[src/rtl/wb_arb_pkg.sv]
// Shared definitions for the two-master Wishbone round-robin arbiter.
//   - arb_state_e : arbiter FSM states (idle, master 0 owns, master 1 owns)
//   - ARB_*_DEFAULT : default address/data widths and timeout length
package wb_arb_pkg;

    localparam int unsigned ARB_AW_DEFAULT      = 16;
    localparam int unsigned ARB_DW_DEFAULT      = 8;
    localparam int unsigned ARB_TIMEOUT_DEFAULT = 16;

    typedef enum logic [1:0] {
        ARB_IDLE = 2'd0,
        ARB_OWN0 = 2'd1,
        ARB_OWN1 = 2'd2
    } arb_state_e;

endpackage

[src/rtl/wb_arb_timeout.sv]
// Bus-owner watchdog for wb_rr_arbiter. Compiled only when ARB_TIMEOUT_EN is defined.
// Counts cycles in which the owner strobes without an ack. Once the count has reached
// TIMEOUT-1 and the owner is still waiting, expired is raised for that cycle.
// Ports:
//   clk        in  system clock
//   reset_n    in  asynchronous active-low reset, clears the count
//   active     in  owner has cyc and stb high
//   ack        in  shared-bus ack
//   gnt_change in  grant moves on the next edge, restart counting
//   expired    out owner has waited too long; abort this cycle
`ifdef ARB_TIMEOUT_EN
module wb_arb_timeout
    import wb_arb_pkg::*;
#(
    parameter int unsigned TIMEOUT = ARB_TIMEOUT_DEFAULT
) (
    input  logic clk,
    input  logic reset_n,
    input  logic active,
    input  logic ack,
    input  logic gnt_change,
    output logic expired
);

    localparam int unsigned CW = (TIMEOUT > 1) ? $clog2(TIMEOUT) : 1;
    localparam logic [CW-1:0] LAST = CW'(TIMEOUT - 1);

    logic [CW-1:0] count_q, count_d;

    assign expired = active & ~ack & (count_q == LAST);

    always_comb begin
        count_d = count_q;
        if (!active || ack || gnt_change) begin
            count_d = '0;
        end else if (count_q != LAST) begin
            count_d = count_q + 1'b1;
        end
    end

    always_ff @(posedge clk or negedge reset_n) begin
        if (!reset_n) begin
            count_q <= '0;
        end else begin
            count_q <= count_d;
        end
    end

endmodule
`endif

[src/rtl/wb_rr_arbiter.sv]
// Two-master Wishbone round-robin arbiter in front of a shared slave bus.
// The grant is registered and held while the owner keeps cyc high. The owner's
// adr/dat/we/stb/cyc are muxed onto the shared bus and the slave ack is returned
// to the owner only. Slave read data does not pass through this block.
// Optional feature macro: ARB_TIMEOUT_EN adds a stall watchdog that aborts the
// owner with a one-cycle err pulse after TIMEOUT cycles of stb without ack.
// Ports:
//   clk, reset_n                     clock, asynchronous active-low reset
//   m0_*_i / m1_*_i                  master adr, dat, we, stb, cyc
//   m0_ack_o, m1_ack_o               ack to the owning master
//   m0_err_o, m1_err_o               timeout abort (tied 0 without ARB_TIMEOUT_EN)
//   s_adr_o .. s_cyc_o               shared bus outputs
//   s_ack_i                          OR of all slave acks
//   gnt_o                            one-hot owner, 00 when idle
module wb_rr_arbiter
    import wb_arb_pkg::*;
#(
    parameter int unsigned AW      = ARB_AW_DEFAULT,
    parameter int unsigned DW      = ARB_DW_DEFAULT,
    parameter int unsigned TIMEOUT = ARB_TIMEOUT_DEFAULT
) (
    input  logic          clk,
    input  logic          reset_n,
    input  logic [AW-1:0] m0_adr_i,
    input  logic [DW-1:0] m0_dat_i,
    input  logic          m0_we_i,
    input  logic          m0_stb_i,
    input  logic          m0_cyc_i,
    output logic          m0_ack_o,
    output logic          m0_err_o,
    input  logic [AW-1:0] m1_adr_i,
    input  logic [DW-1:0] m1_dat_i,
    input  logic          m1_we_i,
    input  logic          m1_stb_i,
    input  logic          m1_cyc_i,
    output logic          m1_ack_o,
    output logic          m1_err_o,
    output logic [AW-1:0] s_adr_o,
    output logic [DW-1:0] s_dat_o,
    output logic          s_we_o,
    output logic          s_stb_o,
    output logic          s_cyc_o,
    input  logic          s_ack_i,
    output logic [1:0]    gnt_o
);

    arb_state_e state_q, state_d;
    logic       last_gnt_q, last_gnt_d;  // index of the master granted most recently
    logic       req0, req1;
    logic       expired;

`ifdef ARB_TIMEOUT_EN
    // A master aborted by the watchdog stays masked until it drops cyc.
    logic blk0_q, blk1_q;
    logic owner_active;
    logic gnt_change;

    assign req0 = m0_cyc_i & ~blk0_q;
    assign req1 = m1_cyc_i & ~blk1_q;

    assign owner_active = ((state_q == ARB_OWN0) & m0_cyc_i & m0_stb_i)
                        | ((state_q == ARB_OWN1) & m1_cyc_i & m1_stb_i);
    assign gnt_change   = (state_d != state_q);

    wb_arb_timeout #(
        .TIMEOUT (TIMEOUT)
    ) u_timeout (
        .clk        (clk),
        .reset_n    (reset_n),
        .active     (owner_active),
        .ack        (s_ack_i),
        .gnt_change (gnt_change),
        .expired    (expired)
    );

    always_ff @(posedge clk or negedge reset_n) begin
        if (!reset_n) begin
            blk0_q <= 1'b0;
            blk1_q <= 1'b0;
        end else begin
            blk0_q <= (blk0_q | (expired & (state_q == ARB_OWN0))) & m0_cyc_i;
            blk1_q <= (blk1_q | (expired & (state_q == ARB_OWN1))) & m1_cyc_i;
        end
    end
`else
    logic unused_timeout;

    assign req0           = m0_cyc_i;
    assign req1           = m1_cyc_i;
    assign expired        = 1'b0;
    assign unused_timeout = ^TIMEOUT;
`endif

    always_comb begin
        state_d    = state_q;
        last_gnt_d = last_gnt_q;
        unique case (state_q)
            ARB_IDLE: begin
                if (req0 && req1) begin
                    state_d = last_gnt_q ? ARB_OWN0 : ARB_OWN1;
                end else if (req0) begin
                    state_d = ARB_OWN0;
                end else if (req1) begin
                    state_d = ARB_OWN1;
                end
            end
            // Hand over directly to a waiting master: no idle cycle in between.
            ARB_OWN0: begin
                if (!m0_cyc_i || expired) begin
                    state_d = req1 ? ARB_OWN1 : ARB_IDLE;
                end
            end
            ARB_OWN1: begin
                if (!m1_cyc_i || expired) begin
                    state_d = req0 ? ARB_OWN0 : ARB_IDLE;
                end
            end
            default: state_d = ARB_IDLE;
        endcase
        if (state_d == ARB_OWN0 && state_q != ARB_OWN0) begin
            last_gnt_d = 1'b0;
        end else if (state_d == ARB_OWN1 && state_q != ARB_OWN1) begin
            last_gnt_d = 1'b1;
        end
    end

    always_ff @(posedge clk or negedge reset_n) begin
        if (!reset_n) begin
            state_q    <= ARB_IDLE;
            last_gnt_q <= 1'b1;
        end else begin
            state_q    <= state_d;
            last_gnt_q <= last_gnt_d;
        end
    end

    // Shared-bus mux, combinational from the registered grant.
    always_comb begin
        s_adr_o = '0;
        s_dat_o = '0;
        s_we_o  = 1'b0;
        s_stb_o = 1'b0;
        s_cyc_o = 1'b0;
        unique case (state_q)
            ARB_OWN0: begin
                s_adr_o = m0_adr_i;
                s_dat_o = m0_dat_i;
                s_we_o  = m0_we_i;
                s_cyc_o = m0_cyc_i & ~expired;
                s_stb_o = m0_cyc_i & m0_stb_i & ~expired;
            end
            ARB_OWN1: begin
                s_adr_o = m1_adr_i;
                s_dat_o = m1_dat_i;
                s_we_o  = m1_we_i;
                s_cyc_o = m1_cyc_i & ~expired;
                s_stb_o = m1_cyc_i & m1_stb_i & ~expired;
            end
            default: ;
        endcase
    end

    assign gnt_o    = {state_q == ARB_OWN1, state_q == ARB_OWN0};
    assign m0_ack_o = s_ack_i & gnt_o[0] & m0_stb_i;
    assign m1_ack_o = s_ack_i & gnt_o[1] & m1_stb_i;
    assign m0_err_o = expired & gnt_o[0];
    assign m1_err_o = expired & gnt_o[1];

endmodule

[config.mk]
export PLATFORM = sky130hd
export DESIGN_NAME = wb_rr_arbiter
export DESIGN_NICKNAME = d
export VERILOG_FILES = /design/src/rtl/wb_arb_pkg.sv /design/src/rtl/wb_arb_timeout.sv /design/src/rtl/wb_rr_arbiter.sv
export SDC_FILE = /design/constraint.sdc
export NUM_CORES = 1
export LEC_CHECK = 0
export ABC_CLOCK_PERIOD_IN_PS = 2000
export BUFFER_PORTS_ARGS = -buffer_cell sky130_fd_sc_hd__buf_4
export CAP_MARGIN = 20
export CORE_ASPECT_RATIO = 0.75
export CORE_MARGIN = 5
export CORE_UTILIZATION = 32
export CTS_CLUSTER_DIAMETER = 30
export CTS_CLUSTER_SIZE = 25
export DETAILED_ROUTE_END_ITERATION = 16
export PLACE_DENSITY = 0.8
export SLEW_MARGIN = 20
export SYNTH_ARGS = -nofsm -noshare
export SYNTH_HDL_FRONTEND = slang
export SYNTH_SLANG_ARGS = --single-unit
[constraint.sdc]
create_clock -name clk -period 2 [get_ports clk]
set_input_delay 0.1 -clock clk [delete_from_list [all_inputs] [get_ports clk]]
set_output_delay 0.1 -clock clk [all_outputs]
set_load 0.03 [all_outputs]
==> results.txt, run 1 <==
Status - finished clean
Setup-failing EPs final - 0
Max Slew Vio Count - 0
Flop-to-flop setup slack - 0.25 ns
Vias per inst - 5.28
Max VDD drop - 0.701 mV
Syn Std Cell Area - 723 sq um
Worst path required time - 1.90 ns
Final Hold Vio Count - 0
Synthesized netlist cell count - 98
Clk sinks - 3
R2r endpoint - last_gnt_q
Chip width - 64.9 microns
Synth cell types - 27
Die height - 51.2 microns
Crit path capture type - primary output
Initial DRT Pass Iterations - 4
Arr. time, crit path - 1.77 ns
Grt met2 use - 35.8%
Final WS setup - 0.133 ns
Most common cell after layout, fill and taps aside - buf_4
Clock latency on the worst-skew pair - 0.25 ns
Sum Neg Setup Slack - 0 ns
PwrDens - 1440 nW/um^2
CTS Root Cell - clkbuf_4
Vias - 1,103
Fmax - 0.536 GHz
GPL Wtd Cong - 0.878
Core footprint - 2080 sq um
Starting Density - 34.7%
Post-route antenna net violation count - 0
CTS tree - yes
WL/cell - 16.2 microns
Post-synthesis register bit count - 3
R2R depth - 6
Final HPWL DP - 2700 microns
Gr usage total - 20.4%
Met3 usage - 8.55%
Layout cells sized above 1 - 53.0%
Fin crit share - 93.3%
Placed Area - 1390 sq um
First-pass GRT wire length - 5300 microns
Die ar. - 3320 sq um
Sequential-to-total area share from yosys stat - 10.6%
Max cap viols - 0
Hold WC Path Type - primary input to asynchronous set/reset pin
Fin nets - 248
Final Skew - 0.00859 ns
Routed WL - 3390 microns
CP max FO - 19
Kind of critical path - flip-flop to primary output
GR Layer Usage met1 - 22.8%
I/O Pins - 90
Cts bufs inserted - 3
Initial DRC Count - 70
Reg2reg start - state_q[1]
Clock transition at path regs - 0.04 ns
Commonest non-fill, non-tap cells in the layout - 91 x buf_4, 26 x a22oi_1, 26 x nor2b_1, 5 x inv_1, 4 x ha_1
Finished Cell Area - 1430 sq um
Final core occ - 68.6%
Pin count of the biggest net entering global routing - 20
Synth warnings - 0
Vias in the first global route - 1,166
Area Overhead vs Synth - 97.8%
CTS H-tree depth - 1
# DRC - 0
RSZ-0062 raised after global routing - no
Setup slack after placement - 0.328 ns
CP Launch Type - flip-flop
Number of diodes - 0
Worst Hold Slack - 0.174 ns
Port Buf Inserts - 87
Initial antenna violation count - 0
Row count - 14
Total gr overflow - 0
Avg Synthesized Cell Area - 7.38 sq um
Clk buf depth - 2
Leak Pwr - 0.713 nW
Crit path time final - 1.87 ns
Layer with the highest usage - met2
## registers in the layout, indices dropped and copies added, names as in the netlist
name	count
state_q	2
last_gnt_q	1
## cells in the mapped netlist, drive strengths merged
library cell,instances,area share [%]
a31oi,2,1.7
dfrtp,2,6.9
clkbuf,3,1.6
nor2b,26,22
nand3,2,1.4
a211oi,1,1.7
and3,2,1.7
o21bai,1,1.0
nand2b,1,0.87
a32oi,2,2.4
o211ai,1,1.0
a22o,1,1.2
a21boi,2,2.1
inv,5,2.6
conb,1,0.52
dfstp,1,3.6
buf,8,6.7
a22oi,26,27
and3b,1,1.2
nand3b,1,1.0
ha,5,8.7
nor2,2,1.0
o21ai,1,0.69
a21oi,1,0.69
## critical path, stage by stage, from the launching register on
cell and delay [ns]:
dfrtp_1 0.43, inv_1 0.13, ha_2 0.42, buf_6 0.18
nor2b_1 0.17, buf_4 0.18
## how the worst max path moves through the flow
| stage | cells past startpoint | to | slack (ns) | startpoint |
|---|---|---|---|---|
| after CTS | 5 | s_we_o | 0.08 | state_q[0] |
| after global placement | 6 | last_gnt_q | 0.40 | state_q[1] |
| after floorplan | 5 | s_adr_o[13] | 0.06 | state_q[0] |
| after global routing | 5 | s_we_o | 0.03 | state_q[1] |
| final | 5 | s_we_o | 0.13 | state_q[1] |
| after detailed placement | 6 | last_gnt_q | 0.33 | state_q[1] |
## per-stage QoR
stage	std cells	total power (W)
after detailed placement	204	0.00190
after global placement	204	0.00185
after floorplan	99	0.00130
after CTS	209	0.00204
final	209	0.00206
after global routing	209	0.00221
## power by group
group          switching, W  internal [W]  total [W]
Combinational       0.00104      0.000767    0.00180
Clock             0.0000434     0.0000755   0.000119
Sequential        0.0000366     0.0000983   0.000135
## cell families (layout without fill, tap and decap cells)
kind of cell	Yosys count	count (layout)	synth area share [%]
AOI/OAI and AO/OA	38	38	39.6
and+or+nand+nor	35	35	29.8
buffers and inverters	16	102	10.9
adders and majority gates	5	5	8.65
DFF	3	3	10.6
other	1	2	0.519
## routing by layer
metal / share of wire, % / wire length, microns
met5: 0 / 0
met4: 1.1 / 38
met3: 13 / 429
met2: 49 / 1650
met1: 37 / 1270
## repair_timing
item	CTS	global route
endpoints found under the hold margin	3	0
resized for setup	0	2
hold buffers	1	0
buffers inserted	0	0
setup endpoints to repair	0	19
## cell type report
class | instances | area [sq um]
inverter | 5 | 18.8
timing repair buffer | 93 | 704
tap | 24 | 30.0
fill | 185 | 654
multi-input combinational | 80 | 574
sequential | 3 | 76.3
clock buffer | 4 | 26.3
Note: power is estimated with default switching activity, not from simulation.
==> run 2, diff against run 1 <==
--- a/config.mk
+++ b/config.mk
@@ -5,16 +5,16 @@
 export SDC_FILE = /design/constraint.sdc
 export NUM_CORES = 1
 export LEC_CHECK = 0
-export ABC_CLOCK_PERIOD_IN_PS = 2000
+export ABC_CLOCK_PERIOD_IN_PS = 2200
 export BUFFER_PORTS_ARGS = -buffer_cell sky130_fd_sc_hd__buf_4
 export CAP_MARGIN = 20
 export CORE_ASPECT_RATIO = 0.75
 export CORE_MARGIN = 5
-export CORE_UTILIZATION = 32
+export CORE_UTILIZATION = 35
 export CTS_CLUSTER_DIAMETER = 30
 export CTS_CLUSTER_SIZE = 25
 export DETAILED_ROUTE_END_ITERATION = 16
-export PLACE_DENSITY = 0.8
+export PLACE_DENSITY = 0.86
 export SLEW_MARGIN = 20
 export SYNTH_ARGS = -nofsm -noshare
 export SYNTH_HDL_FRONTEND = slang
==> constraint.sdc (replaced) <==
create_clock -name clk -period 2.2 [get_ports clk]
set_input_delay 0.11 -clock clk [delete_from_list [all_inputs] [get_ports clk]]
set_output_delay 0.11 -clock clk [all_outputs]
set_load 0.03 [all_outputs]
==> run 2 against run 1 <==
  * Non-clock buffer count down 2
  * Worst setup slack gained 0.030 ns
  * Critical path depth fell by 1
  * Worst hold slack improved by 0.029 ns
  * Clock skew is 0.0066 ns lower
  * Largest cell class unchanged
  * Clock power decreased by 17%
  * Critical path type unchanged
  * Power down 13%
  * Global-route usage fell by 1.0 points
  * Register-to-register slack better by 0.16 ns
==> results.txt, run 2 (same netlist as run 1, synthesis figures left out) <==
Clock latency on the worst-skew pair - 0.23 ns
CTS Root Cell - clkbuf_4
Arr. time, crit path - 1.93 ns
Worst Hold Slack - 0.203 ns
Area Overhead vs Synth - 94.8%
Die ar. - 3080 sq um
R2R depth - 6
Cts hold-fix bufs - 1
Clock Power Share - 5.5%
Crit path time final - 2.04 ns
Fin nets - 246
Max Slew Vio Count - 0
Fmax - 0.491 GHz
Hold WC Path Type - primary input to asynchronous set/reset pin
Cts bufs inserted - 3
Psw - 0.000981 W
Max cap viols - 0
Sw frac - 54.6%
I/O Pins - 90
Kind of critical path - flip-flop to primary output
Row count - 14
Gr usage total - 19.3%
Most common cell after layout, fill and taps aside - buf_4
Quantity of gates resized following cts - 0
CP Launch Type - flip-flop
Crit path capture type - primary output
Routed WL - 3230 microns
Reg2reg start - state_q[1]
WL/cell - 15.6 microns
Layout cells sized above 1 - 51.9%
Initial DRT Pass Iterations - 4
CTS H-tree depth - 1
Vias in the first global route - 984
Flop-to-flop setup slack - 0.41 ns
Clk buf depth - 2
Initial DRC Count - 114
RSZ-0062 raised after global routing - no
CP max FO - 27
Initial antenna violation count - 0
Core footprint - 1980 sq um
Max-slew headroom - 61.0%
R2r endpoint - last_gnt_q
Total gr overflow - 0
Leak Pwr - 0.702 nW
Pin slew with the least headroom to its limit - 0.586 ns
GPL Wtd Cong - 0.766
Clock transition at path regs - 0.04 ns
Fillcell total - 168
Largest reg by FF count - state_q
Fin crit share - 92.6%
Starting Density - 36.5%
Pin count of the biggest net entering global routing - 28
Sequential Power Share - 6.9%
Final Skew - 0.00203 ns
Number of diodes - 0
Die height - 49.4 microns
Number of flip-flops under the largest register name - 2
Internal - 0.000815 W
PwrDens - 1270 nW/um^2
Comb pwr share - 87.6%
Setup-failing EPs final - 0
Clk sinks - 3
Worst path required time - 2.09 ns
Postcts setup bufs - 0
CTS tree - yes
Vias per inst - 5.30
Vias - 1,097
Commonest non-fill, non-tap cells in the layout - 90 x buf_4, 26 x a22oi_1, 26 x nor2b_1, 5 x inv_1, 5 x ha_1
Final Hold Vio Count - 0
Max VDD drop - 1.08 mV
Port Buf Inserts - 87
Final HPWL DP - 2650 microns
Sum Neg Setup Slack - 0 ns
Post-route antenna net violation count - 0
Status - finished clean
Chip width - 62.5 microns
First-pass GRT wire length - 4870 microns
# DRC - 0
Largest registers - state_q: 2 flops, last_gnt_q: 1 flops
## run 2: changes by cell type in the layout (fill, tap and decap cells not counted), sizes merged
cell,change
buf,-2
## run 2: power groups by stage
stage          Sequential (W)  Combinational [W]  Clock (W)
5_1_grt              0.000127            0.00167   0.000106
6_report             0.000123            0.00157  0.0000988
4_1_cts              0.000122            0.00158   0.000103
3_5_place_dp         0.000123            0.00158          0
3_3_place_gp         0.000117            0.00154          0
2_1_floorplan        0.000113            0.00107          0
## run 2: worst max path at each step
stage | from | to | depth (start not counted)
after floorplan | state_q[0] | s_stb_o | 5
after global placement | state_q[0] | s_stb_o | 4
after detailed placement | state_q[0] | s_stb_o | 4
after CTS | state_q[0] | s_stb_o | 4
after global routing | state_q[0] | s_stb_o | 4
final | state_q[0] | s_stb_o | 4
## run 2: critical path: stages (launching register included)
cell,delay (ns)
dfrtp_1,0.47
inv_1,0.10
ha_1,0.67
a21boi_0,0.25
buf_4,0.19
## run 2: routing by layer
metal  track usage (%)  share of wire, %
met5                 0                 0
met3              5.53               9.9
met4              6.01              0.90
met1              24.1                39
met2              32.1                50
## run 2: per-stage QoR
step / area [sq um] / total power, W / instances / worst slack (ns) / utilization, %
final: 1410 / 0.00180 / 207 / 0.163 / 71.2
after global routing: 1410 / 0.00191 / 207 / 0.00655 / 71.2
after CTS: 1410 / 0.00181 / 207 / 0.130 / 71.2
after detailed placement: 1370 / 0.00170 / 202 / 0.388 / 69.3
after global placement: 1370 / 0.00165 / 202 / 0.481 / 69.3
after floorplan: 727 / 0.00118 / 99 / 0.0352 / -
## run 2: final cells by class
type	instances	area, sq um	share of cell area [%]
timing repair buffer	91	686	48.7
multi-input combinational	80	572	40.6
sequential	3	76.3	5.42
tap	24	30.0	2.13
clock buffer	4	26.3	1.87
inverter	5	18.8	1.33
==> run 3, diff against run 2 <==
--- a/config.mk
+++ b/config.mk
@@ -5,16 +5,16 @@
 export SDC_FILE = /design/constraint.sdc
 export NUM_CORES = 1
 export LEC_CHECK = 0
-export ABC_CLOCK_PERIOD_IN_PS = 2200
+export ABC_CLOCK_PERIOD_IN_PS = 1700
 export BUFFER_PORTS_ARGS = -buffer_cell sky130_fd_sc_hd__buf_4
 export CAP_MARGIN = 20
 export CORE_ASPECT_RATIO = 0.75
 export CORE_MARGIN = 5
-export CORE_UTILIZATION = 35
+export CORE_UTILIZATION = 29
 export CTS_CLUSTER_DIAMETER = 30
 export CTS_CLUSTER_SIZE = 25
 export DETAILED_ROUTE_END_ITERATION = 16
-export PLACE_DENSITY = 0.86
+export PLACE_DENSITY = 0.76
 export SLEW_MARGIN = 20
 export SYNTH_ARGS = -nofsm -noshare
 export SYNTH_HDL_FRONTEND = slang
==> constraint.sdc (replaced) <==
create_clock -name clk -period 1.7 [get_ports clk]
set_input_delay 0.085 -clock clk [delete_from_list [all_inputs] [get_ports clk]]
set_output_delay 0.085 -clock clk [all_outputs]
set_load 0.03 [all_outputs]
==> run 3 against run 2 <==
  * Wire length increased by 7.0%
  * Non-clock buffer count increased by 9
  * Final area increased by 18%
  * First-iteration DRC count decreased by 64%
  * Clock-buffer cell count unchanged
  * Utilization decreased by 0.40 points
  * Sequential share of layout area decreased by 0.67 points
  * Critical path depth increased by 2
  * Sequential power increased by 48%
  * Worst hold slack improved by 0.0018 ns
  * Final cell count increased by 9.2%
  * Largest cell class unchanged
  * Largest power group unchanged
==> results.txt, run 3 (same netlist as run 1, synthesis figures left out) <==
Status - finished clean
Starting Density - 30.8%
Fmax - 0.608 GHz
Worst path required time - 1.62 ns
Clock Power Share - 5.0%
I/O Pins - 90
Port Buf Inserts - 87
Chip width - 67.7 microns
Max VDD drop - 1.16 mV
CTS Root Cell - clkbuf_4
Clk buf depth - 2
Clock latency on the worst-skew pair - 0.25 ns
Pin count of the biggest net entering global routing - 28
Number of flip-flops under the largest register name - 2
CTS H-tree depth - 1
Flop-to-flop setup slack - 0.07 ns
Vias - 1,139
Fillcell total - 192
Internal - 0.00143 W
Final HPWL DP - 2630 microns
Cts bufs inserted - 3
Hold WC Path Type - primary input to asynchronous set/reset pin
Vias in the first global route - 1,178
Max cap viols - 0
Arr. time, crit path - 1.56 ns
Psw - 0.00143 W
R2R depth - 7
Clk sinks - 3
Largest registers - state_q: 2 flops, last_gnt_q: 1 flops
Reg2reg start - state_q[0]
Row count - 15
Post-route antenna net violation count - 0
Total gr overflow - 0
Max Slew Vio Count - 0
PwrDens - 1720 nW/um^2
Layout cells sized above 1 - 70.8%
Comb pwr share - 88.7%
Final Hold Vio Count - 0
Routed WL - 3460 microns
Kind of critical path - flip-flop to primary output
Most common cell after layout, fill and taps aside - buf_4
Final core occ - 70.8%
# DRC - 0
Vias per inst - 5.04
Area Overhead vs Synth - 130%
Sequential Power Share - 6.4%
Number of diodes - 0
GPL Wtd Cong - 0.978
Clock transition at path regs - 0.05 ns
Gr usage total - 17.5%
Crit path capture type - primary output
Initial DRT Pass Iterations - 4
Initial DRC Count - 41
CP max FO - 8
Fin crit share - 96.7%
Fin nets - 255
Core footprint - 2350 sq um
CP Launch Type - flip-flop
Commonest non-fill, non-tap cells in the layout - 89 x buf_4, 20 x a22oi_1, 18 x nor2b_2, 8 x nor2b_1
Die ar. - 3600 sq um
Final Skew - 0.0110 ns
RSZ-0062 raised after global routing - yes
Layout Cells excl Fill - 226
Die height - 53.2 microns
Sw frac - 50.0%
First-pass GRT wire length - 4760 microns
WL/cell - 15.3 microns
CTS tree - yes
Post-Place Cells - 215
Leak Pwr - 0.778 nW
Setup-failing EPs final - 0
Largest reg by FF count - state_q
Initial antenna violation count - 0
Crit path time final - 1.64 ns
R2r endpoint - last_gnt_q
## run 3: cell types whose count changed in the layout (fill, tap and decap cells not counted), sizes merged
cell,previous run,this run
buf,90,99
## run 3: routing by layer
layer  up-vias  global-route usage, %  share of wire, %
met5         -                      0                 0
met2        74                   31.0                48
met4         0                   8.75               1.2
met3         4                   5.94                12
li1        547                      -                 -
met1       514                   18.2                39
## run 3: power by group through the flow
stage                     registers (W)  logic (W)  clock network, W
after global routing           0.000188    0.00270          0.000153
final                          0.000182    0.00253          0.000142
after global placement         0.000153    0.00219                 0
after floorplan                0.000147    0.00148                 0
after detailed placement       0.000159    0.00224                 0
after CTS                      0.000167    0.00229          0.000140
## run 3: layout make-up
| type | instances | area [sq um] | area share [%] |
|---|---|---|---|
| inverter | 5 | 23.8 | 1.43 |
| tap | 34 | 42.5 | 2.56 |
| multi-input combinational | 80 | 688 | 41.4 |
| timing repair buffer | 100 | 801 | 48.2 |
| clock buffer | 4 | 26.3 | 1.58 |
| sequential | 3 | 78.8 | 4.75 |
## run 3: how the worst max path moves through the flow
stage	from	to	slack [ns]
2_1_floorplan	state_q[0]	s_adr_o[13]	0.01
3_3_place_gp	state_q[0]	last_gnt_q	0.17
3_5_place_dp	state_q[0]	last_gnt_q	0.09
4_1_cts	state_q[0]	s_adr_o[11]	0.007
5_1_grt	state_q[0]	last_gnt_q	-0.03
6_report	state_q[0]	s_adr_o[13]	0.06
## run 3: through the flow
stage                     instance area [sq um]  worst slack [ns]  hold slack [ns]  setup TNS (ns)  power (W)
after floorplan                             776            0.0132           -0.211               0    0.00163
after global placement                     1470             0.169           -0.125               0    0.00234
after detailed placement                   1470            0.0877           -0.121               0    0.00239
after CTS                                  1530           0.00743            0.159               0    0.00259
after global routing                       1660           -0.0257            0.218         -0.0567    0.00304
final                                      1660            0.0561            0.205               0    0.00286
## run 3: critical path, stage by stage (launching register included)
cell and delay, ns:
dfrtp_2 0.47, inv_4 0.11, ha_4 0.19, buf_6 0.16, a22oi_1 0.10, nor2b_2 0.11, buf_4 0.16
## run 3: timing repair
item	CTS	global route
hold buffers	1	0
gates cloned	0	1
endpoints found under the hold margin	3	0
resized for setup	6	23
pin swaps	0	3
endpoints found under the setup margin	27	27
buffers inserted	1	4
